### config.mk
export PLATFORM = sky130hd
export DESIGN_NAME = tile_board_renderer_flat
export DESIGN_NICKNAME = d
export VERILOG_FILES = /design/src/rtl/tile_board_renderer_if.sv /design/src/rtl/tile_board_renderer.sv /design/src/flat_wrapper.sv
export SDC_FILE = /design/constraint.sdc
export NUM_CORES = 1
export LEC_CHECK = 0
export CAP_MARGIN = 20
export CELL_PAD_IN_SITES_DETAIL_PLACEMENT = 0
export CELL_PAD_IN_SITES_GLOBAL_PLACEMENT = 1
export CORE_MARGIN = 3
export CORE_UTILIZATION = 29
export DETAILED_ROUTE_END_ITERATION = 10
export GPL_ROUTABILITY_DRIVEN = 0
export PLACE_DENSITY_LB_ADDON = 0.1
export SYNTH_ARGS = -nofsm -noshare
export SYNTH_HDL_FRONTEND = slang
export SYNTH_SLANG_ARGS = --single-unit
### constraint.sdc
create_clock -name CLOCK_50 -period 5.9 [get_ports CLOCK_50]
set_input_delay 0.885 -clock CLOCK_50 [delete_from_list [all_inputs] [get_ports CLOCK_50]]
set_output_delay 0.885 -clock CLOCK_50 [all_outputs]
set_load 0.1 [all_outputs]
### src/rtl/tile_board_renderer_if.sv
// Board-renderer bus: repaint request, tile selection, board read port and
// VGA adapter pixel write, seen from the game side (master) and renderer (slave).
interface tile_board_renderer_if;
  logic       redraw_req;
  logic [3:0] sel_idx;
  logic       sel_valid;
  logic [3:0] rd_idx;
  logic [4:0] rd_data;
  logic [7:0] vga_x;
  logic [6:0] vga_y;
  logic [2:0] vga_colour;
  logic       vga_plot;
  logic       busy;
  logic       done;

  modport master (
    output redraw_req, sel_idx, sel_valid, rd_data,
    input  rd_idx, vga_x, vga_y, vga_colour, vga_plot, busy, done
  );

  modport slave (
    input  redraw_req, sel_idx, sel_valid, rd_data,
    output rd_idx, vga_x, vga_y, vga_colour, vga_plot, busy, done
  );
endinterface

### src/rtl/tile_board_renderer.sv
// Paints the 2x5 tile board into the VGA frame buffer, one pixel per clock,
// fetching each tile's state through a 1-cycle-latency read port.
module tile_board_renderer #(
  parameter int unsigned NUM_TILES = 10,
  parameter int unsigned TILE_W    = 24,
  parameter int unsigned TILE_H    = 24,
  parameter int unsigned GAP       = 8,
  parameter int unsigned ORIGIN_X  = 8,
  parameter int unsigned ORIGIN_Y  = 28
) (
  input  logic                 CLOCK_50,
  input  logic                 userquit,
  tile_board_renderer_if.slave brd
);

  localparam int unsigned NumCols = 5;
  localparam int unsigned NumRows = NUM_TILES / NumCols;
  localparam int unsigned PxW     = $clog2(TILE_W);
  localparam int unsigned PyW     = $clog2(TILE_H);
  localparam int unsigned ColW    = $clog2(NumCols);
  localparam int unsigned RowW    = (NumRows > 1) ? $clog2(NumRows) : 1;

  typedef enum logic [2:0] {StIdle, StFetch, StWait, StDraw, StDone} state_e;

  state_e          r_state, w_state_d;
  logic [3:0]      r_tile, w_tile_d;
  logic [ColW-1:0] r_col, w_col_d;
  logic [RowW-1:0] r_row, w_row_d;
  logic [PxW-1:0]  r_px, w_px_d;
  logic [PyW-1:0]  r_py, w_py_d;
  logic [4:0]      r_tdata, w_tdata_d;
  logic            r_pending, w_pending_d;

  logic [3:0]      r_rd_idx, w_rd_idx_d;
  logic [7:0]      r_x, w_x_d;
  logic [6:0]      r_y, w_y_d;
  logic [2:0]      r_colour, w_colour_d;
  logic            r_plot, w_plot_d;
  logic            r_busy, w_busy_d;
  logic            r_done, w_done_d;

  logic [2:0]      w_interior;
  logic            w_border;
  logic            w_sel_hit;

  always_ff @(posedge CLOCK_50) begin
    if (userquit) begin
      r_state    <= StIdle;
      r_tile     <= '0;
      r_col      <= '0;
      r_row      <= '0;
      r_px       <= '0;
      r_py       <= '0;
      r_tdata    <= '0;
      r_pending  <= 1'b0;
      r_rd_idx   <= '0;
      r_x        <= '0;
      r_y        <= '0;
      r_colour   <= '0;
      r_plot     <= 1'b0;
      r_busy     <= 1'b0;
      r_done     <= 1'b0;
    end else begin
      r_state    <= w_state_d;
      r_tile     <= w_tile_d;
      r_col      <= w_col_d;
      r_row      <= w_row_d;
      r_px       <= w_px_d;
      r_py       <= w_py_d;
      r_tdata    <= w_tdata_d;
      r_pending  <= w_pending_d;
      r_rd_idx   <= w_rd_idx_d;
      r_x        <= w_x_d;
      r_y        <= w_y_d;
      r_colour   <= w_colour_d;
      r_plot     <= w_plot_d;
      r_busy     <= w_busy_d;
      r_done     <= w_done_d;
    end
  end

  always_comb begin
    w_state_d   = r_state;
    w_tile_d    = r_tile;
    w_col_d     = r_col;
    w_row_d     = r_row;
    w_px_d      = r_px;
    w_py_d      = r_py;
    w_tdata_d   = r_tdata;
    w_pending_d = r_pending;
    unique case (r_state)
      StIdle: begin
        w_pending_d = 1'b0;
        if (brd.redraw_req) begin
          w_state_d = StFetch;
          w_tile_d  = '0;
          w_col_d   = '0;
          w_row_d   = '0;
        end
      end
      StFetch: begin
        w_state_d = StWait;
        if (brd.redraw_req) w_pending_d = 1'b1;
      end
      StWait: begin
        w_state_d = StDraw;
        w_px_d    = '0;
        w_py_d    = '0;
        w_tdata_d = brd.rd_data;
        if (brd.redraw_req) w_pending_d = 1'b1;
      end
      StDraw: begin
        if (brd.redraw_req) w_pending_d = 1'b1;
        if (r_px == PxW'(TILE_W - 1)) begin
          w_px_d = '0;
          if (r_py == PyW'(TILE_H - 1)) begin
            w_py_d = '0;
            if (r_tile == 4'(NUM_TILES - 1)) begin
              w_state_d = StDone;
            end else begin
              w_state_d = StFetch;
              w_tile_d  = r_tile + 4'd1;
              if (r_col == ColW'(NumCols - 1)) begin
                w_col_d = '0;
                w_row_d = r_row + RowW'(1);
              end else begin
                w_col_d = r_col + ColW'(1);
              end
            end
          end else begin
            w_py_d = r_py + PyW'(1);
          end
        end else begin
          w_px_d = r_px + PxW'(1);
        end
      end
      StDone: begin
        // A request landing in the DONE cycle itself also triggers the restart.
        w_pending_d = 1'b0;
        if (r_pending || brd.redraw_req) begin
          w_state_d = StFetch;
          w_tile_d  = '0;
          w_col_d   = '0;
          w_row_d   = '0;
        end else begin
          w_state_d = StIdle;
        end
      end
      default: w_state_d = StIdle;
    endcase
  end

  always_comb begin
    w_interior = 3'b001;
    unique case (w_tdata_d[4:3])
      2'b01:   w_interior = (w_tdata_d[2:0] == 3'b000) ? 3'b111 : w_tdata_d[2:0];
      2'b10:   w_interior = 3'b000;
      default: w_interior = 3'b001;
    endcase
  end

  assign w_border  = (w_px_d == '0) || (w_px_d == PxW'(TILE_W - 1)) ||
                     (w_py_d == '0) || (w_py_d == PyW'(TILE_H - 1));
  // Out-of-range selections can never equal a real tile, but guard explicitly.
  assign w_sel_hit = brd.sel_valid && (brd.sel_idx == w_tile_d) &&
                     (32'(brd.sel_idx) < NUM_TILES);

  // Outputs are computed from the next state so they are registered yet aligned.
  always_comb begin
    w_rd_idx_d = r_rd_idx;
    w_x_d      = r_x;
    w_y_d      = r_y;
    w_colour_d = r_colour;
    w_plot_d   = (w_state_d == StDraw);
    w_busy_d   = (w_state_d != StIdle);
    w_done_d   = (w_state_d == StDone);
    if (w_state_d == StFetch) w_rd_idx_d = w_tile_d;
    if (w_state_d == StDraw) begin
      w_x_d      = 8'(ORIGIN_X + 32'(w_col_d) * (TILE_W + GAP) + 32'(w_px_d));
      w_y_d      = 7'(ORIGIN_Y + 32'(w_row_d) * (TILE_H + GAP) + 32'(w_py_d));
      w_colour_d = (w_border && w_sel_hit) ? 3'b110 : w_interior;
    end
  end

  assign brd.rd_idx     = r_rd_idx;
  assign brd.vga_x      = r_x;
  assign brd.vga_y      = r_y;
  assign brd.vga_colour = r_colour;
  assign brd.vga_plot   = r_plot;
  assign brd.busy       = r_busy;
  assign brd.done       = r_done;

endmodule

### src/flat_wrapper.sv
// flat-port wrapper written by rule: the top's interface ports become plain ports
module tile_board_renderer_flat 
#(
  parameter int unsigned NUM_TILES = 10,
  parameter int unsigned TILE_W    = 24,
  parameter int unsigned TILE_H    = 24,
  parameter int unsigned GAP       = 8,
  parameter int unsigned ORIGIN_X  = 8,
  parameter int unsigned ORIGIN_Y  = 28
)
  (CLOCK_50, userquit, brd_redraw_req, brd_sel_idx, brd_sel_valid, brd_rd_data, brd_rd_idx, brd_vga_x, brd_vga_y, brd_vga_colour, brd_vga_plot, brd_busy, brd_done);
  tile_board_renderer_if brd_i ();
  input  logic CLOCK_50;
  input  logic userquit;
  input wire logic [$bits(brd_i.redraw_req)-1:0] brd_redraw_req;
  input wire logic [$bits(brd_i.sel_idx)-1:0] brd_sel_idx;
  input wire logic [$bits(brd_i.sel_valid)-1:0] brd_sel_valid;
  input wire logic [$bits(brd_i.rd_data)-1:0] brd_rd_data;
  output wire logic [$bits(brd_i.rd_idx)-1:0] brd_rd_idx;
  output wire logic [$bits(brd_i.vga_x)-1:0] brd_vga_x;
  output wire logic [$bits(brd_i.vga_y)-1:0] brd_vga_y;
  output wire logic [$bits(brd_i.vga_colour)-1:0] brd_vga_colour;
  output wire logic [$bits(brd_i.vga_plot)-1:0] brd_vga_plot;
  output wire logic [$bits(brd_i.busy)-1:0] brd_busy;
  output wire logic [$bits(brd_i.done)-1:0] brd_done;
  assign brd_i.redraw_req = brd_redraw_req;
  assign brd_i.sel_idx = brd_sel_idx;
  assign brd_i.sel_valid = brd_sel_valid;
  assign brd_i.rd_data = brd_rd_data;
  assign brd_rd_idx = brd_i.rd_idx;
  assign brd_vga_x = brd_i.vga_x;
  assign brd_vga_y = brd_i.vga_y;
  assign brd_vga_colour = brd_i.vga_colour;
  assign brd_vga_plot = brd_i.vga_plot;
  assign brd_busy = brd_i.busy;
  assign brd_done = brd_i.done;
  tile_board_renderer #(.NUM_TILES(NUM_TILES), .TILE_W(TILE_W), .TILE_H(TILE_H), .GAP(GAP), .ORIGIN_X(ORIGIN_X), .ORIGIN_Y(ORIGIN_Y)) u_core (.CLOCK_50(CLOCK_50), .userquit(userquit), .brd(brd_i));
endmodule
=== Yosys cells after proc, flatten, opt, wreduce, memory -nomap -nowiden ===
Cells that the tools add are included.

* Output and inout bits: 25
* Input port bits: 13
* Flip-flop bits (word level): 52
* Word-level logic and storage cells: 95

* Equal/unequal tests: 17
* Reduce and logical (&&, ||, !) cells: 16
* Magnitude comparators: 1
* Add/subtract/negate cells: 9
* Mux-type cells: 37

{| class="wikitable"
|+ Operators by type and width
! operator !! count
|-
| 3-bit two-way mux || 12
|-
| 5-bit equality test (second input constant) || 4
|-
| 4-bit two-way mux || 5
|-
| 5-bit two-way mux || 4
|-
| 5-bit one-hot mux with 2 select lines || 2
|-
| 3-bit one-hot mux with 5 select lines || 1
|-
| 4-bit one-hot mux with 3 select lines || 1
|-
| 5-bit by 1-bit adder with 5-bit output (second input constant) || 2
|-
| 5-bit logical NOT || 2
|-
| 3-bit by 2-bit equality test with 1-bit output (second input constant) || 3
|-
| 3-bit equality test (second input constant) || 3
|-
| 3-bit one-hot mux with 3 select lines || 1
|-
| 4-bit by 8-bit adder with 8-bit output (first input constant) || 1
|-
| 8-bit by 5-bit adder with 8-bit output || 1
|-
| 1-bit two-way mux || 8
|-
| 5-bit by 6-bit adder with 7-bit output (first input constant) || 1
|-
| 7-bit by 5-bit adder with 7-bit output || 1
|-
| 3-bit by 1-bit equality test with 1-bit output (second input constant) || 2
|-
| 3-bit logical NOT || 2
|-
| 3-bit one-hot mux with 2 select lines || 1
|-
| 4-bit by 1-bit adder with 4-bit output (second input constant) || 1
|-
| 4-bit equality test || 1
|-
| 4-bit equality test (second input constant) || 1
|-
| 1-bit logical OR || 4
|-
| 14 further kinds || 16
|}

=== Longest topological paths before layout ===
Gate-level depths: netlist of run 1.

* Depth in word-level cells: 10
* Depth in mapped cells: 10
* Gate-level depth less buffers: 9

=== Worst setup path after synthesis of run 1 ===
No wires, ideal clock.

* Kind: reg-to-reg
* Start: register u_core.r_px[0]
* End: register u_core.r_colour[2] (netlist: u_core.brd.vga_colour[2])
* Stages on the path, launching flop included: 11
* Buffers on the path: 1
* Data arrival time: 2.780 ns
* Clock period less this slack: 2.868 ns
* Path slack: 3.032 ns
* Library setup time: 0.088 ns
* Data required time: 5.812 ns
* Cell sequence: dfxtp_1 -> ha_1 -> nand4b_4 -> buf_6 -> nor2_1 -> nor2_1 -> a221oi_1 -> ha_1 -> or4b_1 -> a311o_1 -> a311oi_2

* Word-level cells in the longest chain between the ends: 9
* Elaborated cells on any way between the ends: 23
* Those cells by class: add/sub (1); eq/ne (5); mux (9); reduce/logical (8)

{| class="wikitable"
|+ RTL lines
! what !! line !! text
|-
| start: declaration || tile_board_renderer.sv:29 || <nowiki>logic [PxW-1:0] r_px, w_px_d;</nowiki>
|-
| start signal: assignment || tile_board_renderer.sv:68 || <nowiki>r_px <= w_px_d;</nowiki>
|-
| 5-bit by 1-bit adder with 5-bit output / 5-bit equality test (equally long branches) || tile_board_renderer.sv:134, tile_board_renderer.sv:114 ||
|-
| 5-bit two-way mux || tile_board_renderer.sv:114 || <nowiki>if (r_px == PxW'(TILE_W - 1)) begin</nowiki>
|-
| 5-bit one-hot mux with 2 select lines || tile_board_renderer.sv:91 || <nowiki>unique case (r_state)</nowiki>
|-
| 5-bit equality test / 5-bit logical NOT (equally long branches) || tile_board_renderer.sv:162 || <nowiki>assign w_border = (w_px_d == '0) || (w_px_d == PxW'(TILE_W - 1)) ||</nowiki>
|-
| 1-bit logical OR (2 in a row) || tile_board_renderer.sv:162 ||
|-
| 1-bit logical OR || tile_board_renderer.sv:163 || <nowiki>(w_py_d == '0) || (w_py_d == PyW'(TILE_H - 1));</nowiki>
|-
| 1-bit logical AND || tile_board_renderer.sv:181 || <nowiki>w_colour_d = (w_border && w_sel_hit) ? 3'b110 : w_interior;</nowiki>
|-
| 3-bit two-way mux || tile_board_renderer.sv:181 ||
|-
| end signal: assignment || tile_board_renderer.sv:75 || <nowiki>r_colour <= w_colour_d;</nowiki>
|-
| end: declaration || tile_board_renderer.sv:37 || <nowiki>logic [2:0] r_colour, w_colour_d;</nowiki>
|}

Several ways; a longest one is shown, not always the timed one.
A chain may end at the register's enable or synchronous reset.

=== Worst setup path after layout of run 1 ===
Ends and elaborated chain as after synthesis.

==> results of run 1 <==
## layout make-up
type	instances	area [µm²]
fill	925	5660
tap	108	135
clock buffer	6	82.6
sequential	52	1040
multi-input combinational	243	1540
inverter	11	41.3
timing repair buffer	39	380
clock inverter	2	13.8
## report_power, final
| group | total (µW) | internal (µW) | switching (µW) |
|---|---|---|---|
| Clock | 221 | 96.4 | 125 |
| Combinational | 174 | 47.5 | 127 |
| Sequential | 379 | 366 | 13.6 |
| Total | 775 | 509 | 265 |
## routing by layer
layer / track usage [%] / up-vias / part of all wire (%)
li1: - / 1204 / -
met1: 20.0 / 1038 / 51
met2: 20.9 / 38 / 45
met3: 2.71 / 2 / 3.2
met4: 2.72 / 0 / 0.53
met5: 0 / - / 0
## synthesized netlist by cell type (all sizes together), types with 2 or more instances
| cell type | instances |
|---|---|
| o21ai | 18 |
| nor2b | 9 |
| nor2 | 48 |
| nor3 | 11 |
| nand2 | 27 |
| nand4 | 3 |
| mux2 | 2 |
| nand3 | 12 |
| a21o | 2 |
| a211oi | 9 |
| nand4b | 2 |
| dfxtp | 52 |
| buf | 5 |
| or3 | 2 |
| and3b | 2 |
| and4b | 2 |
| a22oi | 5 |
| xnor2 | 3 |
| clkbuf | 11 |
| nand3b | 2 |
| xor2 | 3 |
| a31oi | 7 |
| nor3b | 6 |
| a21oi | 21 |
| mux2i | 9 |
| nand2b | 3 |
| inv | 11 |
| nor4 | 6 |
| ha | 12 |
| a221oi | 2 |
## critical path, stage by stage, from the launching register on
cell	delay (ps)
dfxtp_1	390
ha_1	310
nand4b_4	300
nor2_1	230
nor2_1	60
a221oi_1	540
ha_1	260
or4b_1	490
a311o_1	380
a311oi_2	240
## state kept, by name, indices dropped and copies added, names as in the netlist
register and cells:
u_core.brd.busy 1, u_core.brd.done 1, u_core.brd.rd_idx 4, u_core.brd.vga_colour 3, u_core.brd.vga_plot 1, u_core.brd.vga_x 8
u_core.brd.vga_y 7, u_core.r_col 3, u_core.r_pending 1, u_core.r_px 5, u_core.r_py 5, u_core.r_row 1
u_core.r_state 3, u_core.r_tdata 5, u_core.r_tile 4
## final timing paths
| check | cells after the start | slack [ps] | start | endpoint |
|---|---|---|---|---|
| min reg2reg | 2 | 460 | u_core.brd.vga_y[4] | u_core.brd.vga_y[4] |
| max | 9 | 2620 | u_core.r_px[0] | u_core.brd.vga_colour[2] |
| min | 2 | 460 | u_core.brd.vga_y[4] | u_core.brd.vga_y[4] |
| max reg2reg | 9 | 2620 | u_core.r_px[0] | u_core.brd.vga_colour[2] |
## stage by stage
step	setup slack (ps)	cell area [µm²]
6_report	2620	3230
5_1_grt	2340	3230
4_1_cts	2590	3230
3_5_place_dp	2650	3140
3_3_place_gp	2740	3140
2_1_floorplan	3030	2700
## logic make-up (layout without fill, tap and decap cells)
kind of cell	after synthesis	after routing	share of synthesized area (%)
adders and majority gates	12	12	5.56
xor gates and xnor gates	6	6	1.94
DFF	52	52	38.5
buffers and inverters	27	58	4.54
AOI/OAI and AO/OA	72	72	16.7
and+or+nand+nor	142	142	28.6
muxes	11	11	4.17
==> results.tsv, run 1 <==
stage	metric	value	unit
pwr	power_density	240	nW/µm²
floorplanning	num_io_pins	38	
sta	timing.setup.tns	0	ps
floorplanning	core	8890	µm²
sta	max_freq	305	MHz
setup_path	worst_setup_path_start_kind	register	
drt	drc	0	
sta	relSlewSlack	33.9	%
global_routing	grt_start_max_net_pins	53	
synth	ys_seq_area_share	38.5	%
synth	synth.largest_area_cell	dfxtp_1	
clocking	insertion_delay	310	ps
pwr	p_total	775	µW
clocking	ctsHoldBuffers	0	
setup_path	arrival	3500	ps
clocking	cts_max_level	2	
synth	syn_area_per_cell	8.39	µm²
clocking	cts_tree	done	
layout	final_common_cell	dfxtp_1	
layout	area_growth	19.6	%
placement	dpl.hpwl	4840	µm
pwr	peakVddDrop	0.118	mV
layout	antennaDiodeCount	0	
global_routing	antenna_found_initial	0	
clocking	cts_buffers	5	
layout	final_util	36.4	%
drt	vias	2282	
floorplanning	start_util	30.4	%
clocking	clock_sinks	52	
sta	finalSetupViolations	0	
setup_path	critPathMaxFanout	15	
floorplanning	num_rows	34	
job	max-cap-violations	0	
layout	fin_cells	461	
synth	synth_ff_type	dfxtp_1	
global_routing	grt_first_pass_wirelength	11200	µm
setup_path	required	6120	ps
sta	tightestPinTransition	988	ps
global_routing	first_global_vias	2110	
synth	syn_inst	322	
drt	drtAntennaViolNets	0	
layout	drive_gt1_share	5.67	%
synth	synth_async_sr_flop_share	0	%
floorplanning	dieArea	10500	µm²
clocking	clkTransAtPathRegs	100	ps
synth	syn_area	2700	µm²
floorplanning	die_w	103	µm
clocking	cts-resized-gates	0	
setup_path	critical_path_class	reg2reg	
sta	worst_hold_slack	460	ps
synth	netlist.area_leader.share	38.5	%
global_routing	grt-ovfl-total	0	
placement	io_buffers	37	
global_routing	grt_use_total	13.7	%
sta	period_share	55.6	%
layout	final_cell_mix	dfxtp_1, nor2_1, clkdlybuf4s50_1	
synth	synth_area_leaders	dfxtp_1, nor2_1, ha_1	
placement	dpl.cell_count	453	
floorplanning	die_h	103	µm
synth	synth_seq_cells	52	
layout	nNetsFinal	377	
drt	viasPerCell	4.95	
clocking	post_cts_buffers	0	
synth	synth_cell_types	51	
synth	synth-edff-count	0	
pwr	leakagePower	0.00127	µW
clocking	cts.root.buffer_cell	clkbuf_8	
drt	wl	6830	µm
clocking	cts.path.max_buffers	2	
sta	grt_setup_unrepaired	false	
worst_hold_path	min_path_type	reg2reg	
drt	drtIter0Drc	104	
sta	drv_slew	0	
synth	synth_nets	347	
setup_path	critPathCaptureType	register	
run_status	status	complete, no violations	
drt	first_pass_iters	4	
drt	wire_per_inst	14.8	µm
synth	yosys_warnings	0	
sta	finalHoldViolations	0	
sta	skew	11.7	ps
sta	period_minus_slack	3280	ps
Note: power is estimated with default switching activity, not from simulation.
==> run 2, diff against run 1 <==
clock period = 3.2 ns   (was 5.9 ns; I/O delays follow)
==> run 2 against run 1 <==
Largest power group unchanged. Core utilization up 0.17 points. Worst hold slack barely moved. Die area is the same. Cell count increased by 1.7%. First-iteration DRC count is 16% lower. Fmax increased by 11%. Clock skew fell by 1.9 ps. Non-clock buffer count rose by 8. Global-route usage up 0.74 points. Clock power rose by 74%. Clock-buffer cell count stayed put. Combinational power increased by 93%.
==> results.tsv, run 2 (synthesis results as in run 1) <==
stage	metric	value	unit	change
drt	vias	2356		+3.2%
clocking	cts_max_level	2		unchanged
drt	viasPerCell	5.02		+1.5%
clocking	post_cts_buffers	0		unchanged
floorplanning	start_util	30.4	%	unchanged
clocking	cts.path.max_buffers	2		unchanged
layout	fin_cells	469		+1.7%
sta	worst_hold_slack	459	ps	-0.0560 ps
global_routing	first_global_vias	2339		+11%
global_routing	grt_start_max_net_pins	28		-47%
setup_path	path_cells	ha_1 -> nand4b_4 -> nor2_1 -> nor2_1 -> a221oi_1 -> ha_1 -> or4b_1 -> a311o_1 -> a311oi_2		
setup_path	critPathMaxFanout	15		unchanged
pwr	leakagePower	0.00132	µW	+4.5%
placement	io_buffers	37		unchanged
clocking	cts.root.buffer_cell	clkbuf_8		
clocking	cts_tree	done		
pwr	power_density	435	nW/µm²	+82%
clocking	clock_sinks	52		unchanged
sta	relSlewSlack	35.1	%	+1.2 points
layout	largest_reg_flops	8		unchanged
clocking	cts_buffers	5		unchanged
floorplanning	dieArea	10500	µm²	unchanged
worst_hold_path	min_path_type	reg2reg		
sta	drv_slew	0		unchanged
job	max-cap-violations	0		unchanged
layout	area_growth	20.2	%	
sta	skew	9.75	ps	-1.91 ps
global_routing	grt_first_pass_wirelength	11900	µm	+6.3%
floorplanning	die_w	103	µm	unchanged
drt	wl	7040	µm	+3.0%
layout	drive_gt1_share	11.6	%	+6.0 points
setup_path	cp_slowest_stage_delay	510	ps	-30 ps
drt	first_pass_iters	4		unchanged
setup_path	required	3430	ps	-2690 ps
setup_path	cpMaxStageDelayCell	or4b_1		
setup_path	arrival	3180	ps	-320 ps
setup_path	worst_setup_path_start_kind	register		
sta	timing.setup.tns	0	ps	unchanged
floorplanning	num_rows	34		unchanged
floorplanning	die_h	103	µm	unchanged
drt	drc	0		unchanged
placement	dpl.cell_count	461		+1.8%
pwr	peakVddDrop	0.204	mV	+72%
layout	fill_cells	931		+0.65%
sta	finalHoldViolations	0		unchanged
run_status	status	complete, no violations		
sta	grt_setup_unrepaired	false		
layout	nNetsFinal	385		+2.1%
sta	period_minus_slack	2950	ps	-335 ps
layout	final_common_cell	dfxtp_1		
placement	dpl.hpwl	5110	µm	+5.6%
pwr	p_total	1410	µW	+82%
clocking	insertion_delay	310	ps	about the same
layout	final_cell_mix	dfxtp_1, nor2_1, nand2_1		
drt	drtAntennaViolNets	0		unchanged
clocking	clkTransAtPathRegs	100	ps	about the same
global_routing	grt_use_total	14.4	%	+0.74 points
clocking	ctsHoldBuffers	0		unchanged
floorplanning	num_io_pins	38		unchanged
global_routing	grt-ovfl-total	0		unchanged
layout	final_util	36.5	%	+0.17 points
clocking	cts-resized-gates	0		unchanged
sta	finalSetupViolations	0		unchanged
sta	period_share	92.1	%	+36 points
layout	antennaDiodeCount	0		unchanged
setup_path	critical_path_class	reg2reg		
global_routing	antenna_found_initial	0		unchanged
sta	tightestPinTransition	970	ps	-18.0 ps
sta	max_freq	339	MHz	+11%
setup_path	critPathCaptureType	register		
floorplanning	core	8890	µm²	unchanged
drt	drtIter0Drc	87		-16%
drt	wire_per_inst	15.0	µm	+1.3%
run 2: cell types whose count changed in the layout (fill, tap and decap cells not counted):
cell             change
inv_6                -1
clkbuf_1             +1
clkinv_2             -1
buf_4               +23
clkbuf_8             -1
clkinv_4             +1
clkinvlp_4           +1
clkdlybuf4s50_1     -15
run 2: final timing paths:
| path | start | endpoint | slack (ps) | depth (start not counted) |
|---|---|---|---|---|
| setup / recovery | u_core.r_px[0] | u_core.brd.vga_colour[2] | 250 | 9 |
| hold / removal | u_core.brd.vga_y[4] | u_core.brd.vga_y[4] | 460 | 2 |
| setup reg to reg | u_core.r_px[0] | u_core.brd.vga_colour[2] | 250 | 9 |
| hold reg to reg | u_core.brd.vga_y[4] | u_core.brd.vga_y[4] | 460 | 2 |
run 2: area by class of cell:
cell class	count	area (µm²)	share of cell area, %
clock buffer	6	72.6	2.23
clock inverter	2	16.3	0.501
inverter	11	41.3	1.27
multi-input combinational	243	1540	47.4
sequential	52	1040	32.0
tap	108	135	4.16
timing repair buffer	47	403	12.4
run 2: critical path, delay by kind of cell, from the launching register on:
kind            cells  cell delay, ps
simple gates        4            1070
compound gates      3             900
fa+ha+maj           2             510
flops               1             380
run 2: power breakdown:
| part | switching, µW | internal [µW] | total (µW) |
|---|---|---|---|
| combinational | 245 | 90.6 | 336 |
| clock | 229 | 156 | 385 |
| sequential | 17.5 | 674 | 692 |
run 2: metal layers:
layer | share of wire (%) | vias to the layer above | global-route usage (%)
met5 | 0 | - | 0
met4 | 0.90 | 0 | 3.73
met3 | 3.1 | 7 | 2.77
met2 | 45 | 36 | 23.2
met1 | 51 | 1093 | 19.8
li1 | - | 1220 | -
run 2: stage by stage:
stage / cell area, µm² / worst slack [ps]
after floorplan: 2700 / 332
after global placement: 3160 / 318
after detailed placement: 3160 / 272
after CTS: 3250 / 222
after global routing: 3250 / 3.39
final: 3250 / 253
==> RTL edit 1: new RTL, flow settings as in run 2 <==
Add an input register stage for `userquit`; this delays it by one clock. The other inputs are not delayed to match.
--- a/src/rtl/tile_board_renderer.sv
+++ b/src/rtl/tile_board_renderer.sv
@@ -22,6 +22,12 @@
 
   typedef enum logic [2:0] {StIdle, StFetch, StWait, StDraw, StDone} state_e;
 
+  logic userquit_q;
+
+  always_ff @(posedge CLOCK_50) begin
+    userquit_q <= userquit;
+  end
+
   state_e          r_state, w_state_d;
   logic [3:0]      r_tile, w_tile_d;
   logic [ColW-1:0] r_col, w_col_d;
@@ -44,7 +50,7 @@
   logic            w_sel_hit;
 
   always_ff @(posedge CLOCK_50) begin
-    if (userquit) begin
+    if (userquit_q) begin
       r_state    <= StIdle;
       r_tile     <= '0;
       r_col      <= '0;
Formal check against the unedited RTL: not equivalent (a bounded check fails within 4 cycles, from zero or initial values).
==> RTL edit 1 against run 2 <==
- first-iteration DRC count is 25% lower
- synthesized area up 0.28%
- critical endpoint is now u_core.brd.vga_colour[0]
- cell count is 1.3% lower
- critical path depth rose by 2
- power increased by 4.5%
- highest routed layer unchanged
- sequential share of layout area fell by 0.24 points
- hold slack improved by 0.0066 ns
- design area up 2.8%
- core utilization increased by 1.0 points
- wire length decreased by 0.84%
- worst setup slack lost 0.022 ns
- sequential cell count rose by 1
- clock skew down 0.0012 ns
==> RTL edit 1: results (changes against run 2) <==
[outcome]
status=finished clean

[synth]
ys_seq_area_frac=0.392  ; +0.00632
syn_nets=332  ; -4.3%
yosys_warnings=0  ; unchanged
synthTopCellsByArea=dfxtp_1 (39%), nor2_1 (7.1%), ha_1 (5.5%)
synth-async-reset-ratio=0  ; unchanged
yosys.cell_types.count=58  ; +14%
syn_avg_cell_area_um2=8.83  ; +5.2%
synthTopCellsByCount=dfxtp_1 (53), nor2_1 (51), nand2_1 (24)

[global_route]
grt_max_degree=29  ; +3.6%
grt_antenna_before_repair=0  ; unchanged
grt_usage=0.141  ; -0.00312
grt_pass1_wl_mm=11.8  ; -1.2%

[place]
pre_cts_ws_ns=0.0761  ; -0.196 ns
placed_cell_area_um2=3210  ; +1.5%
hpwl_mm=5.08  ; -0.55%
placed_cells=452  ; -2.0%
numPortBuffers=37  ; unchanged

[timing]
skew_ns=0.00858  ; -0.00117 ns
hold_viol=0  ; unchanged
fin_crit_sh=0.928  ; +0.00678
slew_headroom=0.352  ; +0.000692

[pwr]
irDropWorstVdd_mv=0.212  ; +3.9%
leakagePower_nw=1.34  ; +1.7%
power.internal_uw=981  ; +6.6%

[worst_hold_path]
hold_class=register to register

[cts]
clk_latency_ns=0.31  ; about the same
cts.path.max_buffers=2  ; unchanged
clk_pin_slew_ns=0.10  ; about the same
cts_made_buffers=5  ; unchanged
cts_htree_levels=2  ; unchanged
cts_root_buf=clkbuf_8

[layout]
final_nets=379  ; -1.6%
stdcell_count=463  ; -1.3%
largest_register_ffs=8  ; unchanged
antenna_cells=0  ; unchanged
drive_above_1_share=0.180  ; +0.0639

[route]
drt_pass1_iterations=4  ; unchanged
drt_iter0_markers=65  ; -25%
wire_per_inst_um=15.1  ; +0.45%
dr_total_vias=2303  ; -2.2%

[critical_path]
startpoint=u_core.r_px[0]
crit_end=u_core.brd.vga_colour[0]
r2r_start=u_core.r_px[0]
arrival_ns=3.18  ; about the same
path_max_fanout=6  ; -9
reg2reg_depth=11  ; +2
ff2ff_setup_slack_ns=0.23  ; -0.02 ns

==> RTL edit 1: cell types whose count changed after synthesis, moves of 5 or more <==
cell,change
o21ai_0,-11
nor3_1,-7
a211oi_1,+5
nand3_1,-5
nor2b_1,-5
nor3b_1,-5
==> RTL edit 1: repair_timing <==
| action | CTS | global route |
|---|---|---|
| gates resized for setup | 0 | 3 |
| setup buffers | 0 | 3 |
| hold endpoints to repair | 0 | 0 |
| setup endpoints to repair | 0 | 3 |
==> RTL edit 1: cells by family (layout without fill, tap and decap cells) <==
family                   Yosys count  after routing  synth area share
multiplexers                      12             12            0.0462
buffers and inverters             27             75            0.0489
flip-flops                        53             53             0.392
adder cells (fa/ha/maj)           12             12            0.0554
XOR/XNOR                           7              7            0.0226
AO/OA/AOI/OAI                     68             68             0.182
AND/OR/NAND/NOR                  128            128             0.253
==> RTL edit 1: metal layers <==
layer	up-vias	wire (um)	GRT usage	share of wire
met1	1075	3730	0.201	0.53
met3	7	152	0.0237	0.022
met5	-	0	0	0
li1	1193	-	-	-
met2	28	3020	0.222	0.43
met4	0	70	0.0333	0.010
==> RTL edit 1: layout make-up <==
cell class / instances / area (um^2)
fillers: 931 / 5550
inverters: 10 / 37.5
well taps: 108 / 135
multi-input cells: 227 / 1530
clock buffers: 7 / 96.3
clock inverters: 1 / 5.00
flip-flops and latches: 53 / 1060
repair buffers: 57 / 478
==> RTL edit 1: power groups by stage <==
stage	registers [mW]	clock network [mW]	logic, mW
2_1_floorplan	0.862	0	0.118
3_3_place_gp	0.729	0	0.341
3_5_place_dp	0.729	0	0.340
4_1_cts	0.714	0.441	0.341
5_1_grt	0.718	0.465	0.364
6_report	0.714	0.425	0.339
==> RTL edit 1: how the worst min path moves through the flow <==
stage / start / endpoint / slack [ns] / depth (start not counted)
after floorplan: u_core.r_tdata[4] / u_core.r_tdata[4] / 0.48 / 2
after global placement: u_core.brd.vga_x[5] / u_core.brd.vga_x[5] / 0.44 / 2
after detailed placement: u_core.brd.vga_x[5] / u_core.brd.vga_x[5] / 0.44 / 2
after CTS: u_core.brd.vga_x[4] / u_core.brd.vga_x[4] / 0.47 / 2
after global routing: u_core.brd.vga_x[4] / u_core.brd.vga_x[4] / 0.48 / 2
final: u_core.brd.vga_y[4] / u_core.brd.vga_y[4] / 0.47 / 2
==> RTL edit 1: worst max-delay path: stages, from the launching register on <==
cell      delay (ns)
dfxtp_1         0.40
ha_2            0.27
and4b_2         0.32
buf_4           0.14
nand2_1         0.08
mux2_2          0.28
a22oi_1         0.25
ha_1            0.20
and4_1          0.16
a211oi_1        0.06
a2111o_1        0.47
a41o_2          0.22
==> RTL edit 2: new RTL, flow settings as in run 2 <==
Without the edit above. The localparam `NumCols` goes from 5 to 4.
--- a/src/rtl/tile_board_renderer.sv
+++ b/src/rtl/tile_board_renderer.sv
@@ -13,7 +13,7 @@
   tile_board_renderer_if.slave brd
 );
 
-  localparam int unsigned NumCols = 5;
+  localparam int unsigned NumCols = 4;
   localparam int unsigned NumRows = NUM_TILES / NumCols;
   localparam int unsigned PxW     = $clog2(TILE_W);
   localparam int unsigned PyW     = $clog2(TILE_H);
Behaviour: same outputs for any inputs over 10 cycles, from zero or initial values; that may be too few to reach the edited logic, so the function may still have changed.
==> RTL edit 2 against run 2 <==
- maximum frequency shrank 0.55%
- via count shrank 4.8%
- clock skew shrank 0.0022 ns
- critical path type unchanged
- sequential share of layout area shrank 0.46 points
- design area shrank 0.50%
- largest power group unchanged
- worst setup slack lost 0.016 ns
- synthesized area shrank 3.1%
- highest routed layer unchanged
- power grew 8.8%
- wire length shrank 2.4%
- sequential cell count shrank 1
==> RTL edit 2: results (changes against run 2) <==
[outcome]
status=finished clean

[global_route]
grt_max_degree=33  ; +18%
grt_usage=0.144  ; -0.000247
grt_pass1_vias=2270  ; -2.9%
grt_pass1_wl_mm=11.5  ; -3.5%

[critical_path]
path_max_fanout=7  ; -8
worst_path_largest_cell_delay_ns=0.47  ; -0.04 ns
timing.rr.end=u_core.brd.vga_colour[0]
reg2reg_depth=11  ; +2
arrival_ns=3.17  ; about the same
critPathSlowestCell=a2111o_1
ff2ff_setup_slack_ns=0.24  ; -0.02 ns
crit_family=compound AO/OA/AOI/OAI gates
startpoint=u_core.r_px[0]

[cts]
clk_pin_slew_ns=0.10  ; about the same
cts_htree_levels=2  ; unchanged
cts.path.max_buffers=2  ; unchanged
clk_latency_ns=0.30
cts_root_buf=clkbuf_8
cts_made_buffers=5  ; unchanged

[worst_hold_path]
hp-start=u_core.brd.vga_x[0]
hold_end=u_core.brd.vga_x[0]
whs_path_depth=2  ; unchanged

[pwr]
irDropWorstVdd_mv=0.263  ; +29%
leakagePower_nw=1.32  ; about the same

[synth]
synth_flop_cell=dfxtp_1
synthTopCellsByCount=dfxtp_1 (51), nor2_1 (43), nand2_1 (27)
synth-async-reset-ratio=0  ; unchanged
yosys.cell_types.count=64  ; +25%
synthTopCellsByArea=dfxtp_1 (39%), nor2_1 (6.2%), ha_1 (5.3%)
ys_seq_area_frac=0.390  ; +0.00469
syn_inst=297  ; -7.8%
syn_nets=321  ; -7.5%

[place]
placed_cells=439  ; -4.8%
hpwl_mm=5.10  ; -0.21%
placed_cell_area_um2=3100  ; -2.0%
numPortBuffers=37  ; unchanged

[route]
dr_total_vias=2242  ; -4.8%
viasPerCell=5.02  ; -0.16%
drt_iter0_markers=67  ; -23%
wire_per_inst_um=15.4  ; +2.4%

[layout]
final_nets=362  ; -6.0%
drive_above_1_share=0.153  ; +0.0370
antenna_cells=0  ; unchanged

[timing]
tightestPinTransition_ns=0.977  ; +0.00691 ns
skew_ns=0.00759  ; -0.00215 ns
hold_slack_ns=0.462  ; +0.00268 ns

## RTL edit 2: layout make-up
cell class,instances,area (um^2)
fill,917,5530
multi-input combinational,223,1500
sequential,51,1020
timing repair buffer,49,415
tap,108,135
clock buffer,6,72.6
clock inverter,2,60.1
inverter,8,30.0
## RTL edit 2: per-stage QoR
| step | setup slack, ns | utilization |
|---|---|---|
| 2_1_floorplan | 0.486 | - |
| 3_3_place_gp | 0.272 | 0.353 |
| 3_5_place_dp | 0.224 | 0.353 |
| 4_1_cts | 0.224 | 0.368 |
| 5_1_grt | 0.0584 | 0.369 |
| 6_report | 0.236 | 0.369 |
## RTL edit 2: kinds of logic (layout without fill, tap and decap cells)
logic type | after synthesis | count (layout) | synth area share
DFF | 51 | 51 | 0.390
and+or+nand+nor | 135 | 135 | 0.293
buffers and inverters | 23 | 65 | 0.0397
AOI/OAI and AO/OA | 62 | 62 | 0.171
muxes | 8 | 8 | 0.0311
xor gates and xnor gates | 7 | 7 | 0.0234
adders and majority gates | 11 | 11 | 0.0526
## RTL edit 2: report_power, final
part           switching (mW)  internal, mW  total (mW)
combinational           0.240        0.0915       0.332
clock                   0.214         0.313       0.527
sequential             0.0179         0.661       0.679
total                   0.472          1.07        1.54
## RTL edit 2: worst max path at each step
stage | cells after the start | endpoint | slack (ns)
after CTS | 10 | u_core.brd.vga_colour[0] | 0.22
final | 11 | u_core.brd.vga_colour[0] | 0.24
after global placement | 8 | u_core.brd.vga_colour[0] | 0.27
after floorplan | 11 | u_core.brd.vga_colour[0] | 0.49
after global routing | 12 | u_core.brd.vga_colour[2] | 0.06
after detailed placement | 10 | u_core.brd.vga_colour[0] | 0.22
## RTL edit 2: metal layers
metal / GRT usage / part of all wire / up-vias
met1: 0.190 / 0.49 / 1049
met4: 0.0501 / 0.018 / 0
met2: 0.232 / 0.46 / 36
met3: 0.0284 / 0.033 / 11
li1: - / - / 1146
met5: 0 / 0 / -
## RTL edit 2: timing repair
item | 4_1_cts | 5_1_grt
resized for setup | 0 | 1
setup buffers | 0 | 0
setup endpoints to repair | 0 | 3
hold endpoints to repair | 0 | 0
## RTL edit 2: tightest hold or removal path, stage by stage (launching register included)
cell,delay (ns)
dfxtp_1,0.32
nand2_1,0.05
a21oi_1,0.05
